`src/rtl/peak_fifo_if.sv`:
```
// Bus bundle for peak_fifo: frame capture inputs, FWFT read side, overflow status.
// The master modport belongs to the environment and the slave modport to the FIFO.
interface peak_fifo_if #(
  parameter int PEAKS      = 6,
  parameter int FREQ_WIDTH = 9,
  parameter int AMPL_WIDTH = 24,
  parameter int TIME_WIDTH = 16,
  parameter int DEPTH      = 64
);
  localparam int BIN_W   = $clog2(PEAKS);
  localparam int ENTRY_W = TIME_WIDTH + BIN_W + FREQ_WIDTH + AMPL_WIDTH;
  localparam int CNT_W   = $clog2(DEPTH + 1);

  // frame_valid is a one-cycle strobe with no ready: frames that cannot be taken are dropped
  logic                                  frame_valid;
  logic [PEAKS-1:0][AMPL_WIDTH-1:0]      amplitudes_in;
  logic [PEAKS-1:0][FREQ_WIDTH-1:0]      freqs_in;
  logic [TIME_WIDTH-1:0]                 counter_in;
  logic                                  rd_en;
  logic [ENTRY_W-1:0]                    rd_data;
  logic                                  empty;
  logic                                  full;
  logic [CNT_W-1:0]                      count;
  logic                                  overflow;
  logic                                  clear_overflow;
  logic [15:0]                           drop_count;
  logic                                  busy;
  logic                                  state_dbg;

  modport master (
    output frame_valid, amplitudes_in, freqs_in, counter_in, rd_en, clear_overflow,
    input  rd_data, empty, full, count, overflow, drop_count, busy, state_dbg
  );

  modport slave (
    input  frame_valid, amplitudes_in, freqs_in, counter_in, rd_en, clear_overflow,
    output rd_data, empty, full, count, overflow, drop_count, busy, state_dbg
  );
endinterface

```
`src/rtl/peak_fifo.sv`:
```
// Captures one peak set per frame, writes one band per cycle into an FWFT FIFO.
// Define PEAK_FIFO_KEEP_ZERO_EN to also store zero-amplitude bands.
module peak_fifo #(
  parameter int PEAKS      = 6,
  parameter int FREQ_WIDTH = 9,
  parameter int AMPL_WIDTH = 24,
  parameter int TIME_WIDTH = 16,
  parameter int DEPTH      = 64
) (
  input  logic        clk,
  input  logic        reset,
  peak_fifo_if.slave  bus
);
  localparam int BIN_W   = $clog2(PEAKS);
  localparam int ENTRY_W = TIME_WIDTH + BIN_W + FREQ_WIDTH + AMPL_WIDTH;
  localparam int CNT_W   = $clog2(DEPTH + 1);
  localparam int AW      = $clog2(DEPTH);
  localparam logic [BIN_W-1:0] LAST_IDX = BIN_W'(PEAKS - 1);

  typedef enum logic {IDLE = 1'b0, SCAN = 1'b1} state_e;

  state_e                           state_q, state_d;
  logic [BIN_W-1:0]                 idx_q, idx_d;
  logic [PEAKS-1:0][AMPL_WIDTH-1:0] cap_ampl_q, cap_ampl_d;
  logic [PEAKS-1:0][FREQ_WIDTH-1:0] cap_freq_q, cap_freq_d;
  logic [TIME_WIDTH-1:0]            cap_time_q, cap_time_d;
  logic [AW-1:0]                    wr_ptr_q, wr_ptr_d, rd_ptr_q, rd_ptr_d;
  logic [CNT_W-1:0]                 count_q, count_d;
  logic                             full_q, full_d, empty_q, empty_d;
  logic                             overflow_q, overflow_d;
  logic [15:0]                      drop_count_q, drop_count_d;
  logic [ENTRY_W-1:0]               mem_q [DEPTH];

  logic               busy, band_live, wr_en, rd_fire, drop_entry, drop_frame;
  logic [ENTRY_W-1:0] wr_entry;
  logic [1:0]         drop_inc;
  logic [16:0]        drop_sum;

  always_ff @(posedge clk or posedge reset) begin
    if (reset) state_q <= IDLE;
    else       state_q <= state_d;
  end

  always_comb begin
    state_d = state_q;
    case (state_q)
      IDLE:    if (bus.frame_valid) state_d = SCAN;
      SCAN:    if (idx_q == LAST_IDX) state_d = IDLE;
      default: state_d = IDLE;
    endcase
  end

  always_comb begin
    busy = (state_q == SCAN);
  end

  always_comb begin
    idx_d      = idx_q;
    cap_ampl_d = cap_ampl_q;
    cap_freq_d = cap_freq_q;
    cap_time_d = cap_time_q;
    if (state_q == IDLE && bus.frame_valid) begin
      idx_d      = '0;
      cap_ampl_d = bus.amplitudes_in;
      cap_freq_d = bus.freqs_in;
      cap_time_d = bus.counter_in;
    end else if (state_q == SCAN) begin
      idx_d = idx_q + 1'b1;
    end
  end

`ifdef PEAK_FIFO_KEEP_ZERO_EN
  assign band_live = busy;
`else
  assign band_live = busy && (cap_ampl_q[idx_q] != '0);
`endif

  // Full is judged on the registered count, so a same-cycle read never frees room for a write
  assign wr_en      = band_live && !full_q;
  assign drop_entry = band_live && full_q;
  assign drop_frame = busy && bus.frame_valid;
  assign rd_fire    = bus.rd_en && !empty_q;
  assign wr_entry   = {cap_time_q, idx_q, cap_freq_q[idx_q], cap_ampl_q[idx_q]};
  assign drop_inc   = {1'b0, drop_entry} + {1'b0, drop_frame};
  assign drop_sum   = {1'b0, drop_count_q} + {15'd0, drop_inc};

  always_comb begin
    wr_ptr_d = wr_ptr_q + AW'(wr_en);
    rd_ptr_d = rd_ptr_q + AW'(rd_fire);
    count_d  = count_q + CNT_W'(wr_en) - CNT_W'(rd_fire);
    full_d   = (count_d == CNT_W'(DEPTH));
    empty_d  = (count_d == '0);
    if (bus.clear_overflow) begin
      overflow_d   = 1'b0;
      drop_count_d = '0;
    end else begin
      overflow_d   = overflow_q | drop_entry | drop_frame;
      drop_count_d = drop_sum[16] ? 16'hFFFF : drop_sum[15:0];
    end
  end

  always_ff @(posedge clk or posedge reset) begin
    if (reset) begin
      idx_q        <= '0;
      cap_ampl_q   <= '0;
      cap_freq_q   <= '0;
      cap_time_q   <= '0;
      wr_ptr_q     <= '0;
      rd_ptr_q     <= '0;
      count_q      <= '0;
      full_q       <= 1'b0;
      empty_q      <= 1'b1;
      overflow_q   <= 1'b0;
      drop_count_q <= '0;
    end else begin
      idx_q        <= idx_d;
      cap_ampl_q   <= cap_ampl_d;
      cap_freq_q   <= cap_freq_d;
      cap_time_q   <= cap_time_d;
      wr_ptr_q     <= wr_ptr_d;
      rd_ptr_q     <= rd_ptr_d;
      count_q      <= count_d;
      full_q       <= full_d;
      empty_q      <= empty_d;
      overflow_q   <= overflow_d;
      drop_count_q <= drop_count_d;
    end
  end

  always_ff @(posedge clk) begin
    if (wr_en) mem_q[wr_ptr_q] <= wr_entry;
  end

  // Storage is not reset, so the head is forced to zero while nothing valid is held
  assign bus.rd_data    = empty_q ? '0 : mem_q[rd_ptr_q];
  assign bus.empty      = empty_q;
  assign bus.full       = full_q;
  assign bus.count      = count_q;
  assign bus.overflow   = overflow_q;
  assign bus.drop_count = drop_count_q;
  assign bus.busy       = busy;
  assign bus.state_dbg  = state_q;
endmodule

```
`src/flat_wrapper.sv`:
```
// flat-port wrapper written by rule: the top's interface ports become plain ports
module peak_fifo_flat 
#(
  parameter int PEAKS      = 6,
  parameter int FREQ_WIDTH = 9,
  parameter int AMPL_WIDTH = 24,
  parameter int TIME_WIDTH = 16,
  parameter int DEPTH      = 64
)
  (clk, reset, bus_frame_valid, bus_amplitudes_in, bus_freqs_in, bus_counter_in, bus_rd_en, bus_clear_overflow, bus_rd_data, bus_empty, bus_full, bus_count, bus_overflow, bus_drop_count, bus_busy, bus_state_dbg);
  peak_fifo_if #(.PEAKS(PEAKS), .FREQ_WIDTH(FREQ_WIDTH), .AMPL_WIDTH(AMPL_WIDTH), .TIME_WIDTH(TIME_WIDTH), .DEPTH(DEPTH)) bus_i ();
  input  logic clk;
  input  logic reset;
  input wire logic [$bits(bus_i.frame_valid)-1:0] bus_frame_valid;
  input wire logic [$bits(bus_i.amplitudes_in)-1:0] bus_amplitudes_in;
  input wire logic [$bits(bus_i.freqs_in)-1:0] bus_freqs_in;
  input wire logic [$bits(bus_i.counter_in)-1:0] bus_counter_in;
  input wire logic [$bits(bus_i.rd_en)-1:0] bus_rd_en;
  input wire logic [$bits(bus_i.clear_overflow)-1:0] bus_clear_overflow;
  output wire logic [$bits(bus_i.rd_data)-1:0] bus_rd_data;
  output wire logic [$bits(bus_i.empty)-1:0] bus_empty;
  output wire logic [$bits(bus_i.full)-1:0] bus_full;
  output wire logic [$bits(bus_i.count)-1:0] bus_count;
  output wire logic [$bits(bus_i.overflow)-1:0] bus_overflow;
  output wire logic [$bits(bus_i.drop_count)-1:0] bus_drop_count;
  output wire logic [$bits(bus_i.busy)-1:0] bus_busy;
  output wire logic [$bits(bus_i.state_dbg)-1:0] bus_state_dbg;
  assign bus_i.frame_valid = bus_frame_valid;
  assign bus_i.amplitudes_in = bus_amplitudes_in;
  assign bus_i.freqs_in = bus_freqs_in;
  assign bus_i.counter_in = bus_counter_in;
  assign bus_i.rd_en = bus_rd_en;
  assign bus_i.clear_overflow = bus_clear_overflow;
  assign bus_rd_data = bus_i.rd_data;
  assign bus_empty = bus_i.empty;
  assign bus_full = bus_i.full;
  assign bus_count = bus_i.count;
  assign bus_overflow = bus_i.overflow;
  assign bus_drop_count = bus_i.drop_count;
  assign bus_busy = bus_i.busy;
  assign bus_state_dbg = bus_i.state_dbg;
  peak_fifo #(.PEAKS(PEAKS), .FREQ_WIDTH(FREQ_WIDTH), .AMPL_WIDTH(AMPL_WIDTH), .TIME_WIDTH(TIME_WIDTH), .DEPTH(DEPTH)) u_core (.clk(clk), .reset(reset), .bus(bus_i));
endmodule
```
`config.mk`:
```
export PLATFORM = sky130hd
export DESIGN_NAME = peak_fifo_flat
export DESIGN_NICKNAME = d
export VERILOG_FILES = /design/src/rtl/peak_fifo_if.sv /design/src/rtl/peak_fifo.sv /design/src/flat_wrapper.sv
export SDC_FILE = /design/constraint.sdc
export NUM_CORES = 2
export LEC_CHECK = 0
export ABC_CLOCK_PERIOD_IN_PS = 24100
export BUFFER_PORTS_ARGS = -buffer_cell sky130_fd_sc_hd__buf_4
export CORE_MARGIN = 2
export CORE_UTILIZATION = 46
export CTS_BUF_LIST = sky130_fd_sc_hd__clkbuf_8
export CTS_CLUSTER_SIZE = 28
export DETAILED_ROUTE_END_ITERATION = 10
export SLEW_MARGIN = 20
export SYNTH_ARGS = -nofsm -noshare
export SYNTH_HDL_FRONTEND = slang
export SYNTH_SLANG_ARGS = --single-unit
```
`constraint.sdc`:
```
create_clock -name clk -period 24.1 [get_ports clk]
set_input_delay 4.82 -clock clk [delete_from_list [all_inputs] [get_ports clk]]
set_output_delay 4.82 -clock clk [all_outputs]
set_load 0.03 [all_outputs]
```
==> After elaboration in Yosys (flattened, before gate mapping) <==
Memory sizes are Yosys's and may differ from the RTL's.
Cells that the tools add are included.
{ "op_classes": {"add_sub_neg": 7, "magnitude_cmp": 1, "eq_ne": 2, "mux": 15, "bitwise": 3, "n_reduce_logical": 11} }
{ "op_table": {"columns": ["cell", "count"], "rows": [
  ["24-bit binary-select mux with 3-bit select", 1],
  ["52-bit 2-to-1 mux", 1],
  ["16-bit 2-to-1 mux", 2],
  ["9-bit binary-select mux with 3-bit select", 1],
  ["24-bit 2-to-1 mux", 1],
  ["24-bit nonzero test", 1],
  ["16-bit by 2-bit adder with 17-bit output", 1],
  ["6-bit by 1-bit adder with 6-bit output", 2],
  ["9-bit 2-to-1 mux", 1],
  ["7-bit by 1-bit adder with 7-bit output", 1],
  ["7-bit == test, second input constant", 1],
  ["7-bit logical NOT", 1],
  ["7-bit by 1-bit subtractor with 7-bit output", 1],
  ["1-bit logical AND", 6],
  ["3-bit 2-to-1 mux", 2],
  ["1-bit 2-to-1 mux", 5],
  ["3-bit by 4-bit less-than comparator with 1-bit output, second input constant", 1],
  ["3-bit by 1-bit adder with 3-bit output, second input constant", 1],
  ["3-bit == test, second input constant", 1],
  ["1-bit by 1-bit adder with 2-bit output", 1],
  ["1-bit logical NOT", 2],
  ["1-bit OR", 2],
  ["1-bit one-hot mux with 2 select lines", 1],
  ["2-bit nonzero test", 1],
  ["1-bit NOT", 1]
]} }
{ "totals": {"reg_bits": 256, "ram_bits": 3328, "inputBits": 219, "out_inout_bits": 80, "elab_cells": 62, "n_memories": 1} }
{ "mem_list": {"columns": ["memory", "words", "word_bits", "rd", "rd_ports_with_merged_regs", "write_ports", "line_no", "source"], "rows": [
  ["u_core.mem_q", 64, 52, 1, 0, 1, "peak_fifo.sv:32", "logic [ENTRY_W-1:0] mem_q [DEPTH];"]
]} }

==> Logic depth before layout (Yosys ltp) <==
{ "depth": {"word_depth": 9, "depth_mapped": 19} }

==> Worst setup path before layout <==
OpenSTA, ideal clock, no wires.
{ "synth_path": {"kind": "register to register", "startpoint": "reg u_core.idx_q[0]", "endpoint": "mem u_core.mem_q[42][0] in the netlist's numbering, enable pin", "arrival_time_ns": 8.552, "slack_ns": 14.958, "path_stages_with_launch": 9, "n_path_buf": 4, "period_less_slack_ns": 9.142, "path_cell_list": "dfrtp_1 -> buf_2 -> buf_2 -> buf_1 -> o21a_1 -> nand4b_1 -> nor3_2 -> buf_4 -> nor4_1"} }
{ "synth_between": {"elab_chain_cells": 7} }
{ "synth_lines": {"columns": ["element", "line_no", "source"], "rows": [
  ["start: declaration", "peak_fifo.sv:23", "logic [BIN_W-1:0] idx_q, idx_d;"],
  ["start signal: assignment", "peak_fifo.sv:116", "idx_q <= idx_d;"],
  ["24-bit binary-select mux with 3-bit select", null, null],
  ["24-bit 2-to-1 mux", null, null],
  ["via u_core.wr_entry[22]", "peak_fifo.sv:35", "logic [ENTRY_W-1:0] wr_entry;"],
  ["24-bit nonzero test", "peak_fifo.sv:75", "assign band_live = busy && (cap_ampl_q[idx_q] != '0);"],
  ["1-bit logical AND", "peak_fifo.sv:75", null],
  ["1-bit logical AND", "peak_fifo.sv:79", "assign wr_en = band_live && !full_q;"],
  ["1-bit 2-to-1 mux", "peak_fifo.sv:131", "if (wr_en) mem_q[wr_ptr_q] <= wr_entry;"],
  ["1-bit 2-to-1 mux (not written as such)", "peak_fifo.sv:131", null],
  ["end: declaration", "peak_fifo.sv:32", null]
]} }
The timed path passes the listed nets, and every way through them passes these cells. The select of a mux whose other input is x is not followed.

==> Worst setup path after layout <==
{ "layout_path": {"startpoint": "reg u_core.rd_ptr_q[1]", "endpoint": "out bus_rd_data[27]"} }
{ "layout_between": {"elab_chain_cells": 2} }
{ "layout_lines": {"columns": ["element", "line_no", "source"], "rows": [
  ["start: declaration", "peak_fifo.sv:27", "logic [AW-1:0] wr_ptr_q, wr_ptr_d, rd_ptr_q, rd_ptr_d;"],
  ["start signal: assignment", "peak_fifo.sv:121", "rd_ptr_q <= rd_ptr_d;"],
  ["memory 64 x 52 bit", null, null],
  ["52-bit 2-to-1 mux", "peak_fifo.sv:135", "assign bus.rd_data = empty_q ? '0 : mem_q[rd_ptr_q];"],
  ["end: declaration", "flat_wrapper.sv:20", "output wire logic [$bits(bus_i.rd_data)-1:0] bus_rd_data;"]
]} }
Every way passes these cells.

==> summary.md <==
| Metric | Value |
|---|---|
| Number of input and output port buffers inserted | 298 |
| Placed cell count | 9980 |
| Vias in the first global route | 69400 |
| Maximum number of pins on one net before global-route repair | 139 |
| CTS Buf Count | 585 |
| Number of antenna violations at the first check in global routing | 19 |
| Total number of yosys warnings | 0 |
| Total detailed-routing wirelength | 388 mm |
| Flip-flop and latch count after synthesis | 3584 |
| Final min period | 12.87 ns |
| Number of nets at the end of the flow | 6845 |
| Die area | 304000 um2 |
| Outcome | finished clean |
| Largest clock skew in the final design | 0.0814 ns |
| Cts-stage hold buffer count | 0 |
| Setup bufs post-CTS | 0 |
| Cell types occupying the most area after synthesis | edfxtp_1 (72%), mux4_2 (17%), dfrtp_1 (4.6%) |
| Area fraction of the dominant cell type after synthesis | 0.725 |
| Total power consumption of the routed design | 22.2 mW |
| Clock tree from TritonCTS | yes |
| Crit Path Max Fanout | 138 |
| Critical path data required time | 19.28 ns |
| Number of distinct standard cells referenced by the synthesized netlist | 53 |
| Wire length of the first global-routing pass | 537 mm |
| Post-Syn Instances | 5813 |
| Transition at the pin with the smallest max-transition slack | 1.36 ns |
| Share of final-layout standard cells stronger than drive strength 1 | 0.377 |
| Setup repair after global routing missed its margin | no |
| Post-synthesis net count | 6048 |
| Critical path endpoint category | output pin |
| Highest clock rate | 77.7 MHz |
| Detailed placement HPWL | 208 mm |
| Final setup vio count | 0 |
| Antenna-violating nets left | 0 |
| Clock network latency to the later pin of the worst-skew pair | 1.17 ns |
| Type of the worst setup path | flip-flop to output pin |
| Number of hold violations in the final report | 0 |
| Post-synthesis instance area | 138000 um2 |
| Initial Util | 0.461 |
| Resize count post-CTS | 0 |
| Min-Delay Path Class | flip-flop to flip-flop |
| EDFF count, synth | 3328 |
| Std cell rows | 201 |
| Ranking of synthesized cells by instance count | edfxtp_1 (3328), mux4_2 (1065), dfrtp_1 (255) |
| Sequential-to-total area share from yosys stat | 0.771 |
| Largest vdd supply drop | 0.158 mV |
| Synth area leader | edfxtp_1 |
| Horizontal extent of the die | 551 um |
| Height of the die | 551 um |
| TNS Setup | 0 ns |
| Flip-flop cell with the highest count after synthesis | edfxtp_1 |
| Routed length per instance | 35.2 um |
| Total via count in the routed design | 67700 |
| Number of pins exceeding their max-slew limit in the final report | 0 |
| Overall fraction of global-route tracks in use | 0.255 |
| Num ports | 299 |
| DRC Markers | 0 |
| Dominant cell by count in the synthesized netlist | edfxtp_1 |
| CTS H-tree lvls | 6 |
| Max Buffers Root-to-Sink | 4 |
| DRT Pass-1 Iters | 6 |
| Asr flop ratio synth | 0.0714 |
| Placeable core area | 299000 um2 |
| Worst Setup Slack post-DPL | 12.49 ns |
| Number of standard cells in the final layout excluding fillers | 11000 |
| Root buf cell | clkbuf_8 |
| Cell Pwr Density | 141 nW/um2 |
| Max-cap check violation count | 0 |
| Startpoint type of the worst setup path | flip-flop |
| Leakage power total | 51.6 nW |
| Worst setup slack after layout | 11.23 ns |
| Clk sinks | 3584 |
| Clk pin slew, worst setup/hold paths | 0.06 ns |
| Area growth from synthesis to final layout | 13.9% |
| Final Cycle Share | 0.534 |
| Relative slew slack | 0.0929 |
| Routability cong. | 0.792 |
| Gr ovfl total | 0 |
| Syn_area_per_cell | 23.7 um2 |
| Mean number of vias per cell | 6.14 |
| Drt initial violations | 8319 |
| Critical path arrival | 8.05 ns |
| Worst hold slack across all endpoints | 0.498 ns |
==> worst max-delay path, cell delays in order (launching register included) <==
cell and delay [ns]:
dfrtp_4 1.07, buf_4 0.82, buf_4 0.80, buf_12 0.52, buf_4 1.04, mux4_2 0.44
mux4_2 0.47, a22oi_1 0.45, o221ai_1 0.30, buf_4 0.25
==> state kept, by name (all words and copies together) (netlist names) <==
signal and flops:
u_core.mem_q 3328, u_core.cap_ampl_q 144, u_core.cap_freq_q 54, u_core.bus.drop_count 16, u_core.cap_time_q 16, u_core.bus.count 7
u_core.rd_ptr_q 6, u_core.wr_ptr_q 6, u_core.idx_q 3, u_core.bus.busy 1, u_core.bus.empty 1, u_core.bus.full 1
u_core.bus.overflow 1
==> power by group <==
part / switching, mW / internal (mW) / leakage, nW / total, mW
logic: 4.98 / 2.82 / 12.2 / 7.80
registers: 0.515 / 8.99 / 33.3 / 9.51
clock network: 2.42 / 2.42 / 6.12 / 4.84
total: 7.92 / 14.2 / 51.6 / 22.2
==> cell type report <==
type	count	area, um2
antenna	7	17.5
inverter	153	583
sequential	3584	106000
clock inverter	422	2220
tap	3958	4950
fill	22800	142000
multi-input combinational	1750	30500
clock buffer	604	8310
timing repair buffer	536	4110
==> path summary, 6_finish.rpt <==
check                                   endpoint  cells past startpoint             startpoint  slack [ns]
hold / removal             u_core.cap_freq_q[19]                      1  u_core.cap_freq_q[19]        0.50
max in group asynchronous     u_core.rd_ptr_q[3]                      3                  reset       18.50
setup reg to reg                u_core.bus.empty                     16        u_core.idx_q[0]       17.13
setup / recovery                 bus_rd_data[27]                      9     u_core.rd_ptr_q[1]       11.23
min in group asynchronous  u_core.cap_ampl_q[89]                      2                  reset        3.84
hold reg to reg            u_core.cap_freq_q[19]                      1  u_core.cap_freq_q[19]        0.50
==> cells in the final DEF (no fill, tap or decap), types with 17 or more instances in the layout <==
cell | netlist | routed
edfxtp_1 | 3328 | 3328
mux4_2 | 1065 | 1065
clkbuf_8 | 0 | 604
buf_4 | 2 | 528
inv_1 | 152 | 354
dfrtp_1 | 255 | 232
mux2_2 | 216 | 216
clkinv_1 | 1 | 122
nor3_2 | 1 | 59
a22oi_1 | 52 | 52
o221ai_1 | 53 | 49
mux2i_1 | 45 | 45
clkinv_2 | 0 | 39
nor2_1 | 32 | 32
o22ai_4 | 0 | 28
nand2_1 | 26 | 25
a21oi_1 | 21 | 21
nand3_1 | 18 | 18
inv_8 | 0 | 17
==> per-layer routing <==
| layer | wire length [um] | global-route usage | vias to the layer above | share of wire |
|---|---|---|---|---|
| li1 | - | - | 26500 | - |
| met1 | 152000 | 0.353 | 37000 | 0.39 |
| met2 | 186000 | 0.405 | 3452 | 0.48 |
| met3 | 33800 | 0.0489 | 638 | 0.087 |
| met4 | 15300 | 0.0965 | 28 | 0.040 |
| met5 | 179 | 0 | - | 0.00046 |
==> stage by stage <==
step / util / area, um2
finish: 0.525 / 157000
global route: 0.525 / 157000
CTS: 0.525 / 157000
detailed placement: 0.490 / 146000
global placement: 0.490 / 146000
floorplan: - / 138000
==> logic make-up (layout without fill, tap and decap cells) <==
kind of cell	Yosys count	in the layout	synth area share
simple gates	203	203	0.00756
other cells	0	7	0
buf+inv	479	1715	0.0135
flops	3584	3584	0.771
mux	1326	1326	0.195
fa+ha+maj	16	16	0.00156
xor+xnor	25	25	0.00159
compound gates	180	180	0.00966
Note: power is estimated with default switching activity, not from simulation.
